$ cat src/rtl/execute_ctl_q.sv
// Decode-to-execute control stage: RV32I controls decoded at enqueue into a DEPTH-entry elastic buffer.
// Latency: one cycle from push to head; no combinational path from inputs to outputs.
// Backpressure: in_ready drops when the buffer is full; the head is held until out_ready; flush/reset empty it.
module execute_ctl_q #(
  parameter int              XLEN     = 32,
  parameter int              DEPTH    = 2,
  parameter logic [XLEN-1:0] RESET_PC = '0
) (
  input  logic            clk,
  input  logic            rst,
  input  logic            in_valid,
  output logic            in_ready,
  input  logic            flush,
  input  logic [XLEN-1:0] pc_de,
  input  logic [31:0]     instruction,
  input  logic [XLEN-1:0] data_a,
  input  logic [XLEN-1:0] data_b,
  output logic            out_valid,
  input  logic            out_ready,
  output logic [1:0]      a_sel,
  output logic            b_sel,
  output logic [3:0]      immSel,
  output logic [3:0]      alu_sel,
  output logic            sign,
  output logic [2:0]      br_expect,
  output logic            jump,
  output logic            mem_rd,
  output logic            mem_wr,
  output logic [1:0]      mem_size,
  output logic            illegal,
  output logic [XLEN-1:0] data_a_exe,
  output logic [XLEN-1:0] data_b_exe,
  output logic [XLEN-1:0] pc_exe,
  output logic [31:0]     instr_exe
);

  localparam int PW = (DEPTH > 1) ? $clog2(DEPTH) : 1;
  localparam int CW = $clog2(DEPTH + 1);

  typedef struct packed {
    logic [1:0] a_sel;
    logic       b_sel;
    logic [3:0] imm_sel;
    logic [3:0] alu_sel;
    logic       sign;
    logic [2:0] br_expect;
    logic       jump;
    logic       mem_rd;
    logic       mem_wr;
    logic [1:0] mem_size;
    logic       illegal;
  } ctl_t;

  typedef struct packed {
    ctl_t            ctl;
    logic [XLEN-1:0] pc;
    logic [31:0]     instr;
    logic [XLEN-1:0] a;
    logic [XLEN-1:0] b;
  } bundle_t;

  localparam ctl_t ILL_CTL = '{a_sel: 2'd0, b_sel: 1'b0, imm_sel: 4'd0, alu_sel: 4'd0, sign: 1'b0,
                               br_expect: 3'd0, jump: 1'b0, mem_rd: 1'b0, mem_wr: 1'b0,
                               mem_size: 2'd0, illegal: 1'b1};
  // Empty-buffer presentation: an ADDI x0,x0,0 bubble that passes the immediate through.
  localparam ctl_t BUB_CTL = '{a_sel: 2'd0, b_sel: 1'b1, imm_sel: 4'd0, alu_sel: 4'd6, sign: 1'b0,
                               br_expect: 3'd0, jump: 1'b0, mem_rd: 1'b0, mem_wr: 1'b0,
                               mem_size: 2'd2, illegal: 1'b0};
  localparam bundle_t BUBBLE = '{ctl: BUB_CTL, pc: RESET_PC, instr: 32'h00000013, a: '0, b: '0};

  bundle_t         r_mem [DEPTH];
  logic [PW-1:0]   r_wr_ptr, r_rd_ptr;
  logic [CW-1:0]   r_count;
  ctl_t            w_dec, w_ctl;
  logic            w_bad, w_push, w_pop;
  logic [6:0]      w_op;
  logic [2:0]      w_f3;
  logic [6:0]      w_f7;
  bundle_t         w_head;

  assign w_op = instruction[6:0];
  assign w_f3 = instruction[14:12];
  assign w_f7 = instruction[31:25];

  assign in_ready  = (r_count != CW'(DEPTH));
  assign out_valid = (r_count != '0);
  assign w_push    = in_valid & in_ready & ~flush;
  assign w_pop     = out_valid & out_ready & ~flush;

  function automatic logic [PW-1:0] next_ptr(input logic [PW-1:0] p);
    return (p == PW'(DEPTH - 1)) ? '0 : p + PW'(1);
  endfunction

  // Decode the incoming instruction into execute controls; undecodable encodings flag w_bad.
  always_comb begin
    w_dec = '0;
    w_bad = 1'b0;
    case (w_op)
      7'b0110111: begin w_dec.b_sel = 1'b1; w_dec.imm_sel = 4'd4; w_dec.alu_sel = 4'd6; end
      7'b0010111: begin
        w_dec.a_sel = 2'd1; w_dec.b_sel = 1'b1; w_dec.imm_sel = 4'd4; w_dec.alu_sel = 4'd3;
      end
      7'b1101111: begin
        w_dec.a_sel = 2'd1; w_dec.b_sel = 1'b1; w_dec.imm_sel = 4'd5; w_dec.alu_sel = 4'd3;
        w_dec.sign = 1'b1; w_dec.jump = 1'b1;
      end
      7'b1100111: begin
        w_dec.b_sel = 1'b1; w_dec.imm_sel = 4'd1; w_dec.alu_sel = 4'd3;
        w_dec.sign = 1'b1; w_dec.jump = 1'b1;
        w_bad = (w_f3 != 3'b000);
      end
      7'b1100011: begin
        w_dec.a_sel = 2'd1; w_dec.b_sel = 1'b1; w_dec.imm_sel = 4'd3; w_dec.alu_sel = 4'd3;
        w_dec.sign = 1'b1;
        case (w_f3)
          3'b000:  w_dec.br_expect = 3'd1;
          3'b001:  w_dec.br_expect = 3'd2;
          3'b100:  w_dec.br_expect = 3'd3;
          3'b101:  w_dec.br_expect = 3'd4;
          3'b110:  w_dec.br_expect = 3'd5;
          3'b111:  w_dec.br_expect = 3'd6;
          default: w_bad = 1'b1;
        endcase
      end
      7'b0000011: begin
        w_dec.b_sel = 1'b1; w_dec.imm_sel = 4'd1; w_dec.alu_sel = 4'd3; w_dec.mem_rd = 1'b1;
        w_dec.mem_size = w_f3[1:0];
        w_dec.sign = ~w_f3[2];
        w_bad = !(w_f3 inside {3'b000, 3'b001, 3'b010, 3'b100, 3'b101});
      end
      7'b0100011: begin
        w_dec.b_sel = 1'b1; w_dec.imm_sel = 4'd2; w_dec.alu_sel = 4'd3; w_dec.sign = 1'b1;
        w_dec.mem_wr = 1'b1; w_dec.mem_size = w_f3[1:0];
        w_bad = !(w_f3 inside {3'b000, 3'b001, 3'b010});
      end
      7'b0010011: begin
        w_dec.b_sel = 1'b1; w_dec.imm_sel = 4'd1; w_dec.sign = 1'b1;
        case (w_f3)
          3'b000: w_dec.alu_sel = 4'd3;
          3'b010: w_dec.alu_sel = 4'd12;
          3'b011: w_dec.alu_sel = 4'd11;
          3'b100: w_dec.alu_sel = 4'd2;
          3'b110: w_dec.alu_sel = 4'd1;
          3'b111: w_dec.alu_sel = 4'd0;
          3'b001: begin w_dec.alu_sel = 4'd7; w_dec.sign = 1'b0; w_bad = (w_f7 != 7'b0000000); end
          default: begin
            w_dec.sign = 1'b0;
            if (w_f7 == 7'b0000000)      w_dec.alu_sel = 4'd8;
            else if (w_f7 == 7'b0100000) w_dec.alu_sel = 4'd10;
            else                         w_bad = 1'b1;
          end
        endcase
      end
      7'b0110011: begin
        case (w_f3)
          3'b000: begin
            if (w_f7 == 7'b0000000)      w_dec.alu_sel = 4'd3;
            else if (w_f7 == 7'b0100000) w_dec.alu_sel = 4'd4;
            else                         w_bad = 1'b1;
          end
          3'b101: begin
            if (w_f7 == 7'b0000000)      w_dec.alu_sel = 4'd8;
            else if (w_f7 == 7'b0100000) w_dec.alu_sel = 4'd10;
            else                         w_bad = 1'b1;
          end
          3'b001: begin w_dec.alu_sel = 4'd7;  w_bad = (w_f7 != 7'b0000000); end
          3'b010: begin w_dec.alu_sel = 4'd12; w_bad = (w_f7 != 7'b0000000); end
          3'b011: begin w_dec.alu_sel = 4'd11; w_bad = (w_f7 != 7'b0000000); end
          3'b100: begin w_dec.alu_sel = 4'd2;  w_bad = (w_f7 != 7'b0000000); end
          3'b110: begin w_dec.alu_sel = 4'd1;  w_bad = (w_f7 != 7'b0000000); end
          default: begin w_dec.alu_sel = 4'd0; w_bad = (w_f7 != 7'b0000000); end
        endcase
      end
      7'b0001111: ;
      7'b1110011: w_bad = !(instruction[31:20] == 12'd0 || instruction[31:20] == 12'd1);
      default:    w_bad = 1'b1;
    endcase
  end

  // An illegal beat carries no controls at all, only the flag.
  assign w_ctl = w_bad ? ILL_CTL : w_dec;

  // Capture the decoded bundle into the tail slot on an accepted push.
  always_ff @(posedge clk) begin
    if (w_push) r_mem[r_wr_ptr] <= '{ctl: w_ctl, pc: pc_de, instr: instruction, a: data_a, b: data_b};
  end

  // Pointer and occupancy bookkeeping; reset beats flush, flush beats handshakes.
  always_ff @(posedge clk) begin
    if (!rst) begin
      r_wr_ptr <= '0;
      r_rd_ptr <= '0;
      r_count  <= '0;
    end else if (flush) begin
      r_rd_ptr <= r_wr_ptr;
      r_count  <= '0;
    end else begin
      if (w_push) r_wr_ptr <= next_ptr(r_wr_ptr);
      if (w_pop)  r_rd_ptr <= next_ptr(r_rd_ptr);
      if (w_push && !w_pop)      r_count <= r_count + CW'(1);
      else if (!w_push && w_pop) r_count <= r_count - CW'(1);
    end
  end

  // Present the head bundle, or the bubble while empty.
  always_comb begin
    w_head = BUBBLE;
    if (out_valid) w_head = r_mem[r_rd_ptr];
  end

  assign a_sel      = w_head.ctl.a_sel;
  assign b_sel      = w_head.ctl.b_sel;
  assign immSel     = w_head.ctl.imm_sel;
  assign alu_sel    = w_head.ctl.alu_sel;
  assign sign       = w_head.ctl.sign;
  assign br_expect  = w_head.ctl.br_expect;
  assign jump       = w_head.ctl.jump;
  assign mem_rd     = w_head.ctl.mem_rd;
  assign mem_wr     = w_head.ctl.mem_wr;
  assign mem_size   = w_head.ctl.mem_size;
  assign illegal    = w_head.ctl.illegal;
  assign pc_exe     = w_head.pc;
  assign instr_exe  = w_head.instr;
  assign data_a_exe = w_head.a;
  assign data_b_exe = w_head.b;

endmodule

$ cat config.mk
export PLATFORM = sky130hd
export DESIGN_NAME = execute_ctl_q
export DESIGN_NICKNAME = d
export VERILOG_FILES = /design/src/rtl/execute_ctl_q.sv
export SDC_FILE = /design/constraint.sdc
export NUM_CORES = 1
export LEC_CHECK = 0
export ABC_AREA = 1
export CORE_MARGIN = 10
export CORE_UTILIZATION = 40
export CTS_BUF_LIST = sky130_fd_sc_hd__clkbuf_8
export CTS_CLUSTER_SIZE = 28
export DETAILED_ROUTE_END_ITERATION = 8
export GPL_TIMING_DRIVEN = 0
export PLACE_DENSITY = 0.64
export SLEW_MARGIN = 40
export SYNTH_ARGS = -nofsm -noshare
export SYNTH_HDL_FRONTEND = slang
export SYNTH_SLANG_ARGS = --single-unit
$ cat constraint.sdc
create_clock -name clk -period 12.3 [get_ports clk]
set_clock_uncertainty 0.1 [all_clocks]
set_input_delay 2.46 -clock clk [delete_from_list [all_inputs] [get_ports clk]]
set_output_delay 2.46 -clock clk [all_outputs]
set_load 0.05 [all_outputs]
# Yosys cells after proc, flatten, opt, wreduce, memory -nomap -nowiden

Memories as Yosys holds them, arrays and structs flattened. A register that Yosys moved wholly into a read port is not among the register bits.
Cells that the tools add are included.
Widths: inputs -> output; s select.

Bits in registers: 4
Bits in latches: 0
Memory bits (writable): 298
ROM bits: 0
Input port bits: 133
Output and inout bits: 151
Memories kept: 1

Memories:

| memory | words | width | read ports | clocked after memory_dff | write ports | RTL line | RTL |
|---|---|---|---|---|---|---|---|
| r_mem  | 2     | 149   | 1          | 1                        | 1           | 71       | `bundle_t r_mem [DEPTH];` |

$add $sub $neg: 4
Multiply operators: 0
Divide/modulo/power cells: 0
Magnitude comparators: 0
Equal/unequal tests: 21
Shifts and indexed selects: 0
Multiplexer cells: 35
Bitwise gates (word level): 7
Reduce and logical (&&, ||, !) cells: 31

Operator list:

| cell                | number |
|---|---|
| $mux 149            | 1 |
| $pmux 4 s7          | 2 |
| $eq 7x6->1 const B  | 4 |
| $eq 7x7->1 const B  | 4 |
| $pmux 5 s5          | 1 |
| $mux 21             | 1 |
| $pmux 3 s6          | 1 |
| $reduce_or 6->1     | 3 |
| $mux 1              | 17 |
| $pmux 4 s4          | 1 |
| $eq 7x5->1 const B  | 2 |
| $eq 12x1->1 const B | 1 |
| $eq 3x3->1 const B  | 4 |
| $logic_not 12->1    | 1 |
| $reduce_or 2->1     | 5 |
| $mux 3              | 3 |
| $mux 4              | 2 |
| $pmux 1 s8          | 1 |
| $reduce_or 4->1     | 2 |
| $eq 7x2->1 const B  | 1 |
| $eq 7x4->1 const B  | 1 |
| $logic_not 7->1     | 1 |
| $reduce_bool 7->1   | 1 |
| $eq 3x2->1 const B  | 2 |
| 19 further kinds    | 36 |

# Longest topological paths before layout

Gate-level depths: netlist of run 1.

Word-level depth: 7
Depth in mapped cells: 11
Gate-level depth less buffers: 10

# Worst setup path before layout of run 1

Ideal clock, no wire load.

Path kind: input -> register
From: input flush
To: memory r_mem[1][0] (netlist name), enable pin
Arrival: 8863 ps
Setup slack: 2679 ps
Stages: 3
Buffers on the path: 0
Path through: inv_1 nand3_1 nor2_1

Cells in the longest elaborated chain, start to end: 4

Ends and longest elaborated chain:

| element                      | RTL line | RTL |
|---|---|---|
| from (decl)                  | 13       | `input logic flush,` |
| $not 1->1 (no line)          | -        |  |
| $and 1x1->1                  | 87       | `assign w_push = in_valid & in_ready & ~flush;` |
| $mux 1                       | 185      | `if (w_push) r_mem[r_wr_ptr] <= '{ctl: w_ctl, pc: pc_de, instr: instruction, a: data_a, b: data_b};` |
| $mux 1 (implied by the code) | 185      |  |
| to (decl)                    | 71       |  |

No other way between the ends.

==> results of run 1 <==
registers in the layout (all words and copies together), names as in the netlist, named ones only:
name,count
r_rd_ptr,1
r_wr_ptr,1
r_mem,294
r_count,2
per-stage QoR:
step	cell area (sq um)	setup slack, ns
floorplan	11860	2.679
global placement	15150	-1.565
detailed placement	15550	6.965
CTS	16390	6.332
global route	16390	6.255
finish	16390	6.413
layer usage:
layer / vias to the layer above / wire, um
met5: - / 0
met4: 0 / 974
met3: 72 / 2702
met2: 296 / 15950
met1: 4000 / 13120
li1: 4087 / -
how the worst max path moves through the flow:
stage	start	to	slack (ns)	cells past startpoint
floorplan	flush	r_mem[1][0]	2.68	3
detailed placement	register	pc_exe[15]	6.97	5
finish	register	pc_exe[15]	6.41	5
CTS	register	pc_exe[15]	6.33	5
global route	register	pc_exe[15]	6.26	5
global placement	flush	r_mem[0][81]	-1.57	4
layout make-up:
cell class / instances / area [sq um]
fill: 2370 / 12540
clock inverter: 31 / 151.4
buffer: 51 / 207.7
timing repair buffer: 300 / 3198
antenna: 2 / 5.005
multi-input combinational: 596 / 2611
inverter: 33 / 123.9
tap: 384 / 480.5
sequential: 299 / 8929
clock buffer: 50 / 688.2
cells in the final DEF, fill, tap and decap left out:
cell	synthesis	layout
nand2_1	343	343
edfxtp_1	294	294
clkdlybuf4s50_1	0	281
a21oi_1	149	149
clkbuf_8	0	50
inv_1	28	48
clkbuf_1	42	41
nor2_1	38	36
nand3_1	21	21
o21ai_0	11	11
buf_8	0	11
clkinv_1	1	9
nor2_2	9	9
nor2_4	6	8
buf_16	0	8
buf_1	6	6
dfxtp_1	5	5
inv_2	4	4
nand2_2	3	3
nor3_1	3	3
xor2_1	3	3
diode_2	0	2
buf_4	2	2
conb_1	1	2
clkbuf_2	0	1
a21oi_4	1	1
a31oi_1	1	1
buf_6	1	1
and3_1	1	1
nand4_1	1	1
nand3b_1	1	1
o22ai_1	1	1
nor3b_1	1	1
ha_1	1	1
inv_6	0	1
clkinvlp_4	0	1
bufinv_16	0	1
critical path: cells and delay by family (launching register included):
kind	cells	cell delay, ns
DFF	1	0.37
and+or+nand+nor	1	0.10
AOI/OAI and AO/OA	1	0.21
buffers and inverters	3	2.10
power groups by stage:
stage | clock [W] | combinational [W] | sequential (W)
global placement | 0 | 0.000314 | 0.00120
finish | 0.000760 | 0.000329 | 0.00116
floorplan | 0 | 0.000176 | 0.00119
CTS | 0.000784 | 0.000333 | 0.00116
global route | 0.000830 | 0.000351 | 0.00117
detailed placement | 0 | 0.000331 | 0.00118
cells in the mapped netlist (all sizes together):
library cell	count	area share
edfxtp	294	0.74
buf	9	0.0041
conb	1	0.00032
nand3b	1	0.00063
o22ai	1	0.00053
nand4	1	0.00053
a31oi	1	0.00053
xor2	3	0.0022
a21oi	150	0.064
and3	1	0.00053
nand2	346	0.11
clkbuf	42	0.013
nand3	21	0.0089
o21ai	11	0.0046
nor3	3	0.0013
ha	1	0.0011
clkinv	1	0.00032
dfxtp	5	0.0084
nor2	53	0.022
nor3b	1	0.00063
inv	32	0.010
kinds of logic (layout without fill, tap and decap cells):
family	after synthesis	after routing	synth area share
AND/OR/NAND/NOR	427	427	0.1452
flip-flops	299	299	0.7534
AO/OA/AOI/OAI	163	163	0.07000
buffers and inverters	84	465	0.02787
XOR/XNOR	3	3	0.002217
adder cells (fa/ha/maj)	1	1	0.001056
other	1	4	0.0003164
==> impl_metrics.tcl, run 1 <==
set metrics [dict create \
    holdPathEnd "r_count[1]" \
    vias 8455 \
    dpl.hpwl_um 23760 \
    endpoint_kind "output port" \
    hold_path_class "register to register" \
    remaining_drc_errors 0 \
    fin_cells 1746 \
    yosysSeqAreaShare 0.7534 \
    grt_overflow 0 \
    fin_util 0.5666 \
    setup_viol_count_final 0 \
    clock_sinks 299 \
    power_switching_w 0.0005897 \
    power.density_nw_per_um2 137.4 \
    status "finished clean" \
    ctsResizeCount 0 \
    ys_types 28 \
    peakVddDrop_v 0.00009794 \
    drtIter0Drc 550 \
    sw_frac_of_total 0.2617 \
    first_pass_iters 6 \
    worst-setup-path-type "register to output port" \
    ant_nets 0 \
    worst_slew_pin_slew_ns 0.8723 \
    r2r_start "r_count[0]" \
    avgSynthCellArea_sq_um 12.12 \
    wl_per_cell_um 18.76 \
    gp_congestion 0.8352 \
    fin_crit_sh 0.4786 \
    tns_ns 0 \
    r2r_cells 8 \
    row_count 62 \
    start_kind "register" \
    hp-start "r_count[1]" \
    cts_tree "done" \
    yosysWarningCount 0 \
    finalHoldViolations 0 \
    grt_usage 0.1699 \
    cp.required_ns 9.74 \
    postCtsSetupBuffers 0 \
    area_delta_synth_final_pct 38.33 \
    crit_slowest_cell "clkdlybuf4s50_1" \
    antenna_found_initial 1 \
    cts_root_buf "clkbuf_8" \
    placed_cells 1663 \
    routed_wl_um 32750 \
    synth.cell_area_sq_um 11850 \
    grt_pass1_vias 8604 \
    critical_path.max_stage_delay_ns 0.90 \
    h-tree-depth 2 \
    fp.dieH_um 192.1 \
    comb_power_share 0.146 \
    clk-insertion-delay-late_ns 0.55 \
    max_freq_mhz 169.9 \
    path_cells "clkbuf_1, clkbuf_1, nand2_1, a21oi_1, clkdlybuf4s50_1" \
    total_power_w 0.002253 \
    synth_cells 978 \
    p_leak_nw 5.827 \
    cts_made_buffers 48 \
    nNetsFinal 1463 \
    r2r_end "r_mem[0][83]" \
    gr-usage-met2 0.2864 \
    busiest_layer "met2" \
    gr-usage-met3 0.04625 \
    cp_max_fo 10 \
    start_util 0.4096 \
    worstPathArrival_ns 3.33 \
    min_period_ns 5.887 \
    worst_slew_margin_rel 0.4185 \
    clockBufferDepth 3 \
    hold_buffers 0 \
    holdWs_ns 0.4497 \
    clkPwrFrac 0.338 \
    drv_slew 0 \
    ioPinCount 284 \
    ys_ff_latch 299 \
    drive_gt1_frac 0.07426 \
    met1_usage 0.2049 \
    grt_first_pass_wirelength_um 48650 \
    port_buffers 281 \
    rsz0062_at_grt "no" \
    core_sq_um 28940 \
    whs_path_depth 2 \
    viasPerCell 4.842 \
    grt_max_degree 20 \
    cts.clk_slew.worst_paths_ns 0.06 \
    die_area_sq_um 36910 \
    p_int_w 0.001663 \
    cp_common_cell "clkbuf_1" \
    seqPwrFrac 0.517 \
    drv_cap 0 \
    die_w_um 192.1 \
    reg2reg_slack_ns 9.85 \
]
(Power assumes the default switching activity.)
==> run 2, diff against run 1 <==
--- a/config.mk
+++ b/config.mk
@@ -12,7 +12,7 @@
 export CTS_CLUSTER_SIZE = 28
 export DETAILED_ROUTE_END_ITERATION = 8
 export GPL_TIMING_DRIVEN = 0
-export PLACE_DENSITY = 0.64
+export PLACE_DENSITY = 0.66
 export SLEW_MARGIN = 40
 export SYNTH_ARGS = -nofsm -noshare
 export SYNTH_HDL_FRONTEND = slang
==> constraint.sdc (replaced) <==
create_clock -name clk -period 4.82 [get_ports clk]
set_clock_uncertainty 0.1 [all_clocks]
set_input_delay 0.964 -clock clk [delete_from_list [all_inputs] [get_ports clk]]
set_output_delay 0.964 -clock clk [all_outputs]
set_load 0.05 [all_outputs]
==> impl_metrics.tcl, run 2 (synthesized netlist as in run 1, its figures left out) <==
set metrics [dict create \
    r2r_end "r_mem[1][71]" \
    rsz0062_at_grt "no" \
    regMostFlops "r_mem" \
    whs_path_depth 2 \
    total_power_w 0.005762 \
    stdcell_area_sq_um 16410 \
    drv_slew 0 \
    cp.required_ns 3.76 \
    final_cell_mix "nand2_1 (343), edfxtp_1 (294), clkdlybuf4s50_1 (281), a21oi_1 (149), clkbuf_8 (51)" \
    viasPerCell 4.852 \
    fin_crit_sh 0.9118 \
    reg2reg_slack_ns 2.32 \
    hp-start "r_rd_ptr" \
    drv_cap 0 \
    vias 8467 \
    peakVddDrop_v 0.0002172 \
    ctsResizeCount 0 \
    largest_reg_flops 294 \
    fp.dieH_um 192.1 \
    start_kind "register" \
    worst_slew_margin_rel 0.4263 \
    max_freq_mhz 227.5 \
    holdPathEnd "r_rd_ptr" \
    wl_per_cell_um 18.60 \
    die_area_sq_um 36910 \
    postCtsSetupBuffers 0 \
    start_util 0.4096 \
    antenna_found_initial 0 \
    area_delta_synth_final_pct 38.48 \
    hold_buffers 0 \
    clockBufferDepth 3 \
    routed_wl_um 32470 \
    grt_usage 0.1706 \
    cts_root_buf "clkbuf_8" \
    first_pass_iters 5 \
    row_count 62 \
    ioPinCount 284 \
    reg_top3 "r_mem: 294 flops, r_count: 2 flops" \
    clock_sinks 299 \
    drive_gt1_frac 0.07715 \
    remaining_drc_errors 0 \
    gp_congestion 0.8546 \
    diodes 0 \
    setup_viol_count_final 0 \
    worstPathArrival_ns 3.33 \
    r2r_cells 9 \
    hold_path_class "register to register" \
    grt_max_degree 20 \
    status "finished clean" \
    cts.clk_slew.worst_paths_ns 0.05 \
    r2r_start "r_count[0]" \
    ant_nets 0 \
    grt_overflow 0 \
    clk-insertion-delay-late_ns 0.55 \
    power.density_nw_per_um2 351.1 \
    port_buffers 281 \
    final_common_cell "nand2_1" \
    dpl.hpwl_um 23570 \
    grt_pass1_vias 8671 \
    worst-setup-path-type "register to output port" \
    p_leak_nw 5.813 \
    worst_slew_pin_slew_ns 0.8605 \
    drtIter0Drc 526 \
    die_w_um 192.1 \
    finalHoldViolations 0 \
    nNetsFinal 1464 \
    grt_first_pass_wirelength_um 48890 \
    cts_tree "done" \
    min_period_ns 4.395 \
    dpl_cell_area_sq_um 15560 \
    endpoint_kind "output port" \
    h-tree-depth 2 \
    core_sq_um 28940 \
    cts_made_buffers 49 \
    cp_max_fo 10 \
    fin_util 0.5672 \
]
## run 2: final cells by class
class / count / area [sq um]
buffer: 51 / 207.7
clock buffer: 51 / 701.9
clock inverter: 31 / 151.4
fill: 2372 / 12520
inverter: 33 / 123.9
multi-input combinational: 596 / 2611
sequential: 299 / 8929
tap: 384 / 480.5
timing repair buffer: 300 / 3207
## run 2: worst max-delay path: stages, from the launching register on
cell             delay (ns)
dfxtp_1                0.33
inv_1                  0.09
clkbuf_1               0.65
clkbuf_1               0.51
nand2_1                0.11
a21oi_1                0.18
clkdlybuf4s50_1        0.90
## run 2: worst max-delay path by stage
stage          startpoint            to  slack (ns)  cells after the start
6_report         register    pc_exe[14]        0.43                      6
5_1_grt          register    pc_exe[14]        0.24                      6
4_1_cts          register    pc_exe[14]        0.34                      5
3_5_place_dp     register    pc_exe[14]        0.97                      6
3_3_place_gp        flush  r_mem[1][76]       -3.65                      4
2_1_floorplan       flush   r_mem[1][0]       -0.83                      3
## run 2: metrics by stage
stage               hold WS (ns)  std cells  setup WS [ns]  setup TNS [ns]
floorplan                 0.4012        979        -0.8298         -241.95
global placement          0.4201       1644         -3.655        -1063.71
global route              0.4857       1745         0.2443               0
detailed placement        0.4303       1663         0.9665               0
finish                    0.4550       1745         0.4251               0
CTS                       0.4476       1745         0.3371               0
## run 2: per-layer routing
layer  vias to the layer above  global-route usage  part of all wire
li1                       4099                   -                 -
met1                      4045              0.2030              0.40
met2                       275              0.2947              0.50
met3                        48             0.04878             0.078
met4                         0             0.04890             0.019
met5                         -                   0                 0
## run 2: power breakdown
part,internal (W),total [W],switching [W]
clock network,0.00102,0.00196,0.000934
registers,0.00295,0.00297,0.0000204
logic,0.000292,0.000836,0.000544
total,0.00426,0.00576,0.00150
